==> src/rtl/mc_pkg.sv <==
// mc_pkg: shared definitions for the multi-cycle MIPS control unit.
//   - state_t        : FSM state encoding (also exported on the debug port)
//   - ALU_*          : ALUOp encodings driven to the ALU
//   - OP_* / FN_*    : opcode and R-type funct codes recognised by DECODE
//   - FLT_*          : sticky fault codes
//   - PCSRC_* / SRCB_*: PCSource and ALUSrcB mux encodings
//   - is_mem_state() : states that own the shared memory port
//   - funct_aluop()  : R-type funct to ALUOp translation
package mc_pkg;

  typedef enum logic [3:0] {
    S_FETCH   = 4'd0,
    S_DECODE  = 4'd1,
    S_EX_R    = 4'd2,
    S_EX_ADDR = 4'd3,
    S_EX_BEQ  = 4'd4,
    S_EX_JRC  = 4'd5,
    S_MEM_RD  = 4'd6,
    S_MEM_WR  = 4'd7,
    S_WB_ALU  = 4'd8,
    S_WB_MEM  = 4'd9,
    S_FAULT   = 4'd10
  } state_t;

  localparam logic [2:0] ALU_ADD = 3'd2;
  localparam logic [2:0] ALU_SUB = 3'd3;
  localparam logic [2:0] ALU_AND = 3'd4;
  localparam logic [2:0] ALU_OR  = 3'd5;
  localparam logic [2:0] ALU_NOR = 3'd6;
  localparam logic [2:0] ALU_XOR = 3'd7;

  localparam logic [5:0] OP_RTYPE = 6'h00;
  localparam logic [5:0] OP_BEQ   = 6'h04;
  localparam logic [5:0] OP_LW    = 6'h23;
  localparam logic [5:0] OP_SW    = 6'h2b;

  localparam logic [5:0] FN_ADD  = 6'h20;
  localparam logic [5:0] FN_SUB  = 6'h22;
  localparam logic [5:0] FN_AND  = 6'h24;
  localparam logic [5:0] FN_OR   = 6'h25;
  localparam logic [5:0] FN_XOR  = 6'h26;
  localparam logic [5:0] FN_NOR  = 6'h27;
  localparam logic [5:0] FN_JRLT = 6'h2c;
  localparam logic [5:0] FN_JRGE = 6'h2d;
  localparam logic [5:0] FN_JRNE = 6'h2e;

  localparam logic [1:0] FLT_NONE    = 2'd0;
  localparam logic [1:0] FLT_ILLEGAL = 2'd1;
  localparam logic [1:0] FLT_TIMEOUT = 2'd2;

  localparam logic [1:0] PCSRC_ALU    = 2'd0;
  localparam logic [1:0] PCSRC_ALUOUT = 2'd1;
  localparam logic [1:0] PCSRC_A      = 2'd2;

  localparam logic [1:0] SRCB_B      = 2'd0;
  localparam logic [1:0] SRCB_FOUR   = 2'd1;
  localparam logic [1:0] SRCB_IMM    = 2'd2;
  localparam logic [1:0] SRCB_IMM_SH = 2'd3;

  function automatic logic is_mem_state(input state_t s);
    return s inside {S_FETCH, S_MEM_RD, S_MEM_WR};
  endfunction

  function automatic logic [2:0] funct_aluop(input logic [5:0] f);
    case (f)
      FN_SUB:  return ALU_SUB;
      FN_AND:  return ALU_AND;
      FN_OR:   return ALU_OR;
      FN_NOR:  return ALU_NOR;
      FN_XOR:  return ALU_XOR;
      default: return ALU_ADD;
    endcase
  endfunction

endpackage

==> src/rtl/mc_wait_timer.sv <==
// mc_wait_timer: 8-bit memory wait-state counter with timeout compare.
//   clk, rst  : clock, asynchronous active-high reset
//   clear     : zero the count (asserted on every state change)
//   waiting   : memory request outstanding without ready this cycle
//   expired   : count has reached TIMEOUT
// Parameter TIMEOUT: wait limit in cycles, legal range 1..255.
module mc_wait_timer #(
  parameter int unsigned TIMEOUT = 15
) (
  input  logic clk,
  input  logic rst,
  input  logic clear,
  input  logic waiting,
  output logic expired
);

  localparam logic [7:0] LIMIT = 8'(TIMEOUT);

  logic [7:0] count_q, count_d;

  always_comb begin
    count_d = count_q;
    if (clear)        count_d = '0;
    else if (waiting) count_d = count_q + 8'd1;
  end

  always_ff @(posedge clk or posedge rst) begin
    if (rst) count_q <= '0;
    else     count_q <= count_d;
  end

  assign expired = (count_q == LIMIT);

endmodule

==> src/rtl/mc_control.sv <==
// mc_control: multi-cycle Moore control FSM for the MIPS datapath.
// Sequences FETCH/DECODE/EXECUTE/MEM/WB over one shared memory port with a
// req/ready handshake, bounded wait states (timeout -> fault 2) and illegal
// instruction detection (fault 1). Faults are sticky until reset.
// Optional feature macro JRCOND_EN: decodes R-type jrlt/jrge/jrne
// (funct 0x2c/0x2d/0x2e) into EX_JRC; when undefined those are illegal.
// Ports:
//   clk, reset          : clock, asynchronous active-high reset
//   opcode, funct       : instruction register fields
//   zero, negative      : ALU flags (same cycle)
//   mem_ready           : memory completes current request
//   mem_req, MemWrite, IorD            : memory port control
//   IRWrite, PCWrite, RegWrite         : register enables
//   ALUSrcA, ALUSrcB, ALUOp, PCSource  : datapath mux / ALU control
//   MemToReg, RegDst    : write-back selects
//   fault               : 0 none, 1 illegal, 2 timeout
//   state               : current state (debug)
module mc_control #(
  parameter int unsigned TIMEOUT = 15
) (
  input  logic       clk,
  input  logic       reset,
  input  logic [5:0] opcode,
  input  logic [5:0] funct,
  input  logic       zero,
  input  logic       negative,
  input  logic       mem_ready,
  output logic       mem_req,
  output logic       MemWrite,
  output logic       IorD,
  output logic       IRWrite,
  output logic       PCWrite,
  output logic       RegWrite,
  output logic       ALUSrcA,
  output logic [1:0] ALUSrcB,
  output logic [2:0] ALUOp,
  output logic [1:0] PCSource,
  output logic       MemToReg,
  output logic       RegDst,
  output logic [1:0] fault,
  output logic [3:0] state
);

  import mc_pkg::*;

  state_t     state_q, state_d;
  logic [1:0] fault_q, fault_d;
  logic       mem_wait, expired, timer_clear;

  assign mem_wait    = is_mem_state(state_q) && !mem_ready;
  // Any transition clears the counter, which covers entry to every memory
  // state including the back-to-back MEM_WR -> FETCH case.
  assign timer_clear = (state_d != state_q);

  mc_wait_timer #(.TIMEOUT(TIMEOUT)) u_timer (
    .clk     (clk),
    .rst     (reset),
    .clear   (timer_clear),
    .waiting (mem_wait),
    .expired (expired)
  );

  always_ff @(posedge clk or posedge reset) begin
    if (reset) begin
      state_q <= S_FETCH;
      fault_q <= FLT_NONE;
    end else begin
      state_q <= state_d;
      fault_q <= fault_d;
    end
  end

  // Next-state logic. In memory states mem_ready takes priority over the
  // timeout so a ready arriving on the limit cycle still completes.
  always_comb begin
    state_d = state_q;
    fault_d = fault_q;
    case (state_q)
      S_FETCH: begin
        if (mem_ready) state_d = S_DECODE;
        else if (expired) begin
          state_d = S_FAULT;
          fault_d = FLT_TIMEOUT;
        end
      end
      S_DECODE: begin
        state_d = S_FAULT;
        fault_d = FLT_ILLEGAL;
        case (opcode)
          OP_RTYPE: begin
            case (funct)
              FN_ADD, FN_SUB, FN_AND, FN_OR, FN_NOR, FN_XOR: begin
                state_d = S_EX_R;
                fault_d = fault_q;
              end
`ifdef JRCOND_EN
              FN_JRLT, FN_JRGE, FN_JRNE: begin
                state_d = S_EX_JRC;
                fault_d = fault_q;
              end
`endif
              default: ;
            endcase
          end
          OP_LW, OP_SW: begin
            state_d = S_EX_ADDR;
            fault_d = fault_q;
          end
          OP_BEQ: begin
            state_d = S_EX_BEQ;
            fault_d = fault_q;
          end
          default: ;
        endcase
      end
      S_EX_R:    state_d = S_WB_ALU;
      S_EX_ADDR: state_d = (opcode == OP_SW) ? S_MEM_WR : S_MEM_RD;
      S_MEM_RD: begin
        if (mem_ready) state_d = S_WB_MEM;
        else if (expired) begin
          state_d = S_FAULT;
          fault_d = FLT_TIMEOUT;
        end
      end
      S_MEM_WR: begin
        if (mem_ready) state_d = S_FETCH;
        else if (expired) begin
          state_d = S_FAULT;
          fault_d = FLT_TIMEOUT;
        end
      end
      S_WB_ALU:  state_d = S_FETCH;
      S_WB_MEM:  state_d = S_FETCH;
      S_EX_BEQ:  state_d = S_FETCH;
`ifdef JRCOND_EN
      S_EX_JRC:  state_d = S_FETCH;
`endif
      S_FAULT:   state_d = S_FAULT;
      default: begin
        state_d = S_FAULT;
        fault_d = FLT_ILLEGAL;
      end
    endcase
  end

`ifndef JRCOND_EN
  logic unused_negative;
  assign unused_negative = negative;
`endif

  // Output decode from registered state; forced low while reset is held.
  always_comb begin
    mem_req  = 1'b0;
    MemWrite = 1'b0;
    IorD     = 1'b0;
    IRWrite  = 1'b0;
    PCWrite  = 1'b0;
    RegWrite = 1'b0;
    ALUSrcA  = 1'b0;
    ALUSrcB  = SRCB_B;
    ALUOp    = '0;
    PCSource = PCSRC_ALU;
    MemToReg = 1'b0;
    RegDst   = 1'b0;
    if (!reset) begin
      case (state_q)
        S_FETCH: begin
          mem_req  = 1'b1;
          ALUSrcB  = SRCB_FOUR;
          ALUOp    = ALU_ADD;
          PCSource = PCSRC_ALU;
          IRWrite  = mem_ready;
          PCWrite  = mem_ready;
        end
        S_DECODE: begin
          ALUSrcB = SRCB_IMM_SH;
          ALUOp   = ALU_ADD;
        end
        S_EX_R: begin
          ALUSrcA = 1'b1;
          ALUOp   = funct_aluop(funct);
        end
        S_EX_ADDR: begin
          ALUSrcA = 1'b1;
          ALUSrcB = SRCB_IMM;
          ALUOp   = ALU_ADD;
        end
        S_MEM_RD: begin
          mem_req = 1'b1;
          IorD    = 1'b1;
        end
        S_MEM_WR: begin
          mem_req  = 1'b1;
          MemWrite = 1'b1;
          IorD     = 1'b1;
        end
        S_WB_ALU: begin
          RegWrite = 1'b1;
          RegDst   = 1'b1;
        end
        S_WB_MEM: begin
          RegWrite = 1'b1;
          MemToReg = 1'b1;
        end
        S_EX_BEQ: begin
          ALUSrcA  = 1'b1;
          ALUOp    = ALU_SUB;
          PCSource = PCSRC_ALUOUT;
          PCWrite  = zero;
        end
`ifdef JRCOND_EN
        S_EX_JRC: begin
          ALUSrcA  = 1'b1;
          ALUOp    = ALU_SUB;
          PCSource = PCSRC_A;
          case (funct)
            FN_JRLT: PCWrite = negative;
            FN_JRGE: PCWrite = !negative;
            FN_JRNE: PCWrite = !zero;
            default: PCWrite = 1'b0;
          endcase
        end
`endif
        default: ;
      endcase
    end
  end

  assign state = state_q;
  assign fault = fault_q;

endmodule

==> config.mk <==
export PLATFORM = sky130hd
export DESIGN_NAME = mc_control
export DESIGN_NICKNAME = d
export VERILOG_FILES = /design/src/rtl/mc_pkg.sv /design/src/rtl/mc_wait_timer.sv /design/src/rtl/mc_control.sv
export SDC_FILE = /design/constraint.sdc
export NUM_CORES = 1
export LEC_CHECK = 0
export ABC_CLOCK_PERIOD_IN_PS = 4400
export CAP_MARGIN = 10
export CORE_MARGIN = 5
export CORE_UTILIZATION = 35
export CTS_BUF_LIST = sky130_fd_sc_hd__clkbuf_8
export CTS_CLUSTER_DIAMETER = 30
export CTS_CLUSTER_SIZE = 28
export DETAILED_ROUTE_END_ITERATION = 10
export GPL_ROUTABILITY_DRIVEN = 1
export HOLD_SLACK_MARGIN = 0.15
export PLACE_DENSITY_LB_ADDON = 0.12
export SYNTH_ARGS = -nofsm -noshare
export SYNTH_HDL_FRONTEND = slang
export SYNTH_SLANG_ARGS = --single-unit
==> constraint.sdc <==
create_clock -name clk -period 4.4 [get_ports clk]
set_input_delay 0.88 -clock clk [delete_from_list [all_inputs] [get_ports clk]]
set_output_delay 0.88 -clock clk [all_outputs]
set_load 0.03 [all_outputs]
==> results of run 1 <==
worst reg2reg max path, cell delays in order, from the launching register on:
cell      delay, ns
dfrtp_1        0.76
and2_1         0.37
a311oi_1       0.18
a31oi_4        0.27
nand4_2        0.28
a211oi_1       0.35
through the flow:
stage                     hold WS [ns]    util  total power, mW  std cells  worst slack [ns]
after global routing            0.5975  0.4891           0.2949        226            0.5531
after detailed placement        0.5521  0.4724           0.1589        222            0.7230
after CTS                       0.5671  0.4891           0.2874        226            0.6991
final                           0.5677  0.4891           0.2837        226            0.6905
after global placement          0.5459  0.4724           0.1585        222            0.6944
after floorplan                 0.5276       -           0.1422        147             1.098
sequential cells by signal (all words and copies together), names as in the netlist:
name	count
u_timer.count_q	8
state	4
fault	2
where the power goes:
group	switching [mW]	internal, mW	total, mW	leakage [nW]
logic	0.0118	0.0154	0.0272	0.397
clock network	0.0480	0.0793	0.127	0.0288
registers	0.000136	0.129	0.129	0.180
total	0.0599	0.224	0.284	0.606
layer usage:
| metal | part of all wire | vias up | GRT usage |
|---|---|---|---|
| li1 | - | 608 | - |
| met1 | 0.46 | 588 | 0.2018 |
| met2 | 0.47 | 46 | 0.2539 |
| met3 | 0.066 | 0 | 0.04433 |
| met4 | 0 | 0 | 0.01985 |
| met5 | 0 | - | 0 |
area by class of cell:
type	instances	area (um^2)
well taps	46	57.56
repair buffers	37	367.9
multi-input cells	118	749.5
flip-flops and latches	14	350.3
inverters	7	26.28
clock buffers	4	55.05
fillers	327	1678
logic make-up after synthesis:
group           Yosys count  synth area share
mux                       2           0.02763
xor+xnor                  7           0.05207
simple gates             72            0.3178
fa+ha+maj                 1           0.01063
flops                    14            0.2976
buf+inv                  15           0.06589
other cells               1          0.003185
compound gates           35            0.2253
final timing paths:
kind / cells after the start / start / end
max in group asynchronous: 3 / reset / u_timer.count_q[2]$_DFFE_PP0P_
hold reg to reg: 2 / u_timer.count_q[7]$_DFFE_PP0P_ / u_timer.count_q[7]$_DFFE_PP0P_
hold / removal: 2 / u_timer.count_q[7]$_DFFE_PP0P_ / u_timer.count_q[7]$_DFFE_PP0P_
setup / recovery: 5 / funct[5] / ALUOp[0]
setup reg to reg: 5 / state[1]$_DFF_PP0_ / u_timer.count_q[3]$_DFFE_PP0P_
min in group asynchronous: 2 / reset / state[0]$_DFF_PP0_
layout by cell type (no fill, tap or decap), types with 2 or more instances in the layout:
cell	Yosys	final
clkdlybuf4s50_1	0	36
nand4_1	2	2
o21ai_1	2	2
o21ai_0	3	3
xor2_1	3	3
a311oi_1	2	2
inv_2	2	2
nand2_1	16	16
a211oi_1	9	9
nor3_1	6	6
nand3_1	7	7
nor2_1	21	21
a21oi_1	6	6
and2_1	3	3
xnor2_1	4	4
nor3b_1	2	2
inv_1	5	5
clkbuf_8	0	4
dfrtp_1	14	14
==> metrics.md, run 1 <==
| Metric | Value |
|---|---|
| Pins Over Slew Limit | 0 |
| Tmin final | 3.710 ns |
| Syn Area/Cell | 8.009 um^2 |
| TritonRoute pass-1 iters | 5 |
| WL/cell | 14.59 um |
| Register area share after synthesis | 0.2976 |
| Hold Path Class | register to register |
| Setup TNS | 0 ns |
| Synth Net Count | 165 |
| Antenna Violating Nets Remaining | 0 |
| Vias | around 1.2k |
| # DRC | 0 |
| Crit. End Element | output pin |
| I/O pin cnt | 39 |
| Number of global-route vias before repair | 1,178 |
| Synth Flop Type | dfrtp_1 |
| Clock buffers created by TritonCTS | 3 |
| Fmax | around 270 MHz |
| Die footprint | approximately 4600 um^2 |
| Asr flop ratio synth | 1.000 |
| Arr. time, crit path | 2.83 ns |
| Crit path buf inv count | 2 |
| Area grow syn2layout | 36.45% |
| Post-synth EDFFs | 0 |
| Synth cell types | 53 |
| Crit path required time | 3.52 ns |
| RSZ-0062 raised after global routing | false |
| CP top delay family | buffers and inverters |
| Worst-path clk slew | about 0.06 ns |
| Mapped Cells | 147 |
| Initial antenna violation count | 0 |
| Relative slew slack | 0.5606 |
| Hold_buf cts | 0 |
| Critical path, cell by cell | clkdlybuf4s50_1, nor3b_1, nand4_1, a211oi_1, clkdlybuf4s50_1 |
| Final wirelength | ~3.3 mm |
| Setup CP Type | input port to output pin |
| Worst Skew | 0.007022 ns |
| Total grt overflow | 0 |
| Clock sink count | 14 |
| Max cap viols | 0 |
| Top-count cell post-synth | nor2_1 |
| Fin area | 1607 um^2 |
| Area after DPL | 1551 um^2 |
| Status | complete, no violations |
| Dpl hpwl | approximately 2.4 mm |
| Lkg Pwr | 0.6063 nW |
| Hold Violations, Final | 0 |
| Die Wd | 68 um |
| Final-stage net count | 199 |
| Max FO, Critical Path | 4 |
| Clock Path Buffers | 2 |
| Initial DRC count | 42 |
| Largest area contributor in the synthesized netlist | dfrtp_1 |
| Final cycle utilization of the critical path | 0.8431 |
| Number of buffers added on ports | 36 |
| Vias per cell | between 5 and 6 |
| Worst VDD drop | between 200 and 250 uV |
| Most frequent cells after synthesis | 21 x nor2_1, 16 x nand2_1, 14 x dfrtp_1, 9 x a211oi_1, 7 x nand3_1 |
| Post-Syn Area | 1177 um^2 |
| Slowest-stage cell, CP | clkdlybuf4s50_1 |
| Final Setup Violations | 0 |
| Post-CTS resize count | 0 |
| Routability cong. | 0.7922 |
| GRT Util Overall | 0.1531 |
| CP most frequent cell | clkdlybuf4s50_1 |
| Worst-Margin Slew | 0.6591 ns |
| Pin count of the biggest net entering global routing | 19 |
| # diodes | 0 |
| Die span in y | a little under 70 um |
| Flops & latches, synth | 14 |
| R2R Setup Slk | 2.10 ns |
| CP startpoint kind | input port |
| PD cells | 176.6 nW/um^2 |
| Post CTS Setup Buffer Count | 0 |
| YS warnings | 0 |
| Root buffer cell | clkbuf_8 |
| Top cells by area, synth | dfrtp_1 30%, nor2_1 6.7%, a211oi_1 5.7% |
| Site Rows | 21 |
| H-tree depth | 1 |
| First-pass GRT wire length | 5.492 mm |
| Core area | 3284 um^2 |
| Yosys top cell area share | 0.2976 |
| CTS tree | yes |
| Critical path's largest stage delay | just over 0.7 ns |
| Ratio of cells with drive above 1 in the final layout | 0.08333 |
| Starting density of the core | 0.3585 |
| Worst skew pair latency | between 0.2 and 0.3 ns |
Power figures use the tool's default switching activity.
==> run 2, diff against run 1 <==
Settings changed: ABC_CLOCK_PERIOD_IN_PS 4400 to 3100.
Clock period 4.4 ns to 3.1 ns, I/O delays scaled along.
==> run 2 against run 1 <==
Via count is 0.89% lower. Clock skew shrank 0.0062 ns. Flip-flop and latch count is the same. Die area unchanged. Non-clock buffer count grew 3. Clock power up 16%. Design area is 0.86% lower. Sequential share of layout area grew 0.19 points. Critical endpoint unchanged. Largest power group unchanged.
==> metrics.md, run 2 (synthesized netlist as in run 1, its figures left out) <==
| Metric | Value |
|---|---|
| Status | complete, no violations |
| Hold Path Stages | 2 |
| RSZ-0062 raised after global routing | false |
| WL met1 | 1.571 mm |
| R2R Setup Slk | a little under 0.9 ns |
| Crit path buf inv count | 2 |
| Met2 wire len | 1.444 mm |
| Most common cell after layout, fill and taps aside | clkdlybuf4s50_1 |
| Die Wd | 68 um |
| FF-to-FF Start | state[1]$_DFF_PP0_ |
| Worst r2r path cells | 6 |
| Post CTS Setup Buffer Count | 0 |
| Post-place setup slack | 0.3503 ns |
| Slowest-stage cell, CP | clkdlybuf4s50_1 |
| Worst-Margin Slew | around 0.54 ns |
| WL met3 | 175 um |
| Worst-path clk slew | 0.06 ns |
| Max reg flops | 8 |
| Clock buffers created by TritonCTS | 3 |
| Final Setup Violations | 0 |
| Total grt overflow | 0 |
| Hold Path Class | register to register |
| Setup CP Type | input port to output pin |
| CP top delay family | buffers and inverters |
| Tmin final | 2.750 ns |
| Setup TNS | 0 ns |
| Vias per cell | approximately 5.4 |
| I/O pin cnt | 39 |
| Clock sink count | 14 |
| Critical path, cell by cell | clkdlybuf4s50_1, nor3b_1, nand4_1, a211oi_1, buf_4 |
| Number of buffers added on ports | 36 |
| Arr. time, crit path | 2.13 ns |
| CP startpoint kind | input port |
| Starting density of the core | 0.3585 |
| Max FO, Critical Path | 4 |
| Routability cong. | ~0.81 |
| Pin count of the biggest net entering global routing | 18 |
| GRT Util Overall | 0.1567 |
| # DRC | 0 |
| Final wirelength | 3.199 mm |
| Die footprint | 4624 um^2 |
| CTS tree | yes |
| Area grow syn2layout | 35.28% |
| Non-Filler Instances | 228 |
| Initial antenna violation count | 0 |
| Dpl hpwl | approximately 2.4 mm |
| Total Power | 0.3702 mW |
| Lkg Pwr | 0.6322 nW |
| Critical path's largest stage delay | 0.46 ns |
| Fmax | 363.6 MHz |
| Post-CTS resize count | 0 |
| Final cycle utilization of the critical path | 0.8872 |
| Hold Violations, Final | 0 |
| Dpl cells | 225 |
| Final-stage net count | approximately 200 |
| Die span in y | 68 um |
| Initial DRC count | 57 |
| Vias | 1,231 |
| TritonRoute pass-1 iters | 4 |
| PD cells | 232.4 nW/um^2 |
| Core area | 3284 um^2 |
| Worst Skew | 0.0008618 ns |
| Root buffer cell | clkbuf_8 |
| First-pass GRT wire length | ~5.6 mm |
| Hold endpoint | fault[0]$_DFFE_PP0P_ |
| Hold_buf cts | 0 |
| H-tree depth | 1 |
| Max Used Layer | met4 |
| Site Rows | 21 |
| Critical R2R Capture | u_timer.count_q[0]$_DFFE_PP0P_ |
| Worst skew pair latency | 0.24 ns |
| Pins Over Slew Limit | 0 |
| Commonest non-fill, non-tap cells in the layout | 27 x clkdlybuf4s50_1, 21 x nor2_1, 16 x nand2_1 |
| Relative slew slack | 0.6390 |
| Crit. End Element | output pin |
| Max cap viols | 0 |
| Ratio of cells with drive above 1 in the final layout | 0.1429 |
| Clock Path Buffers | 2 |
| Number of global-route vias before repair | 1,190 |
| WL/cell | 14.03 um |
| Final Util | 0.4850 |
| Worst Hold Launch | fault[0]$_DFFE_PP0P_ |
| Worst Setup Slack, final | about 0.35 ns |
| # diodes | 0 |
| Antenna Violating Nets Remaining | 0 |
| Worst VDD drop | 169.8 uV |
| Crit path required time | 2.48 ns |
| Top reg by flops | u_timer.count_q |
[run 2: per-layer routing]
metal  up-vias  GRT usage
met4         0    0.03722
met1       582     0.2205
met5         -          0
li1        614          -
met2        33     0.2371
met3         2    0.04269
[run 2: worst max path at each step]
stage	end	slack [ns]	cells after the start	from
floorplan	ALUOp[2]	0.32	3	reset
global placement	PCWrite	0.38	5	reset
detailed placement	ALUOp[0]	0.35	5	funct[5]
CTS	RegWrite	0.34	3	state[2]$_DFF_PP0_
global route	ALUOp[0]	0.18	5	funct[5]
finish	ALUOp[0]	0.35	5	funct[5]
[run 2: report_power, final]
group / switching, mW / total (mW) / internal [mW]
Sequential: 0.000177 / 0.183 / 0.183
Combinational: 0.0168 / 0.0396 / 0.0228
Clock: 0.0612 / 0.147 / 0.0859
Total: 0.0783 / 0.370 / 0.292
[run 2: worst reg2reg max path, delay by kind of cell, from the launching register on]
family,cells,cell delay (ns)
DFF,1,0.57
buffers and inverters,1,0.24
and+or+nand+nor,2,0.57
AOI/OAI and AO/OA,3,0.76
[run 2: layout make-up]
cell class,instances,area (um^2)
fill,322,1692
multi-input combinational,118,749.5
timing repair buffer,40,367.9
sequential,14,350.3
tap,46,57.56
clock buffer,3,41.29
inverter,7,26.28
[run 2: stage by stage]
| stage | hold slack, ns | cell area [um^2] |
|---|---|---|
| 2_1_floorplan | 0.5227 | 1177 |
| 5_1_grt | 0.5893 | 1593 |
| 4_1_cts | 0.5600 | 1593 |
| 3_5_place_dp | 0.5470 | 1551 |
| 3_3_place_gp | 0.5476 | 1551 |
| 6_report | 0.5499 | 1593 |
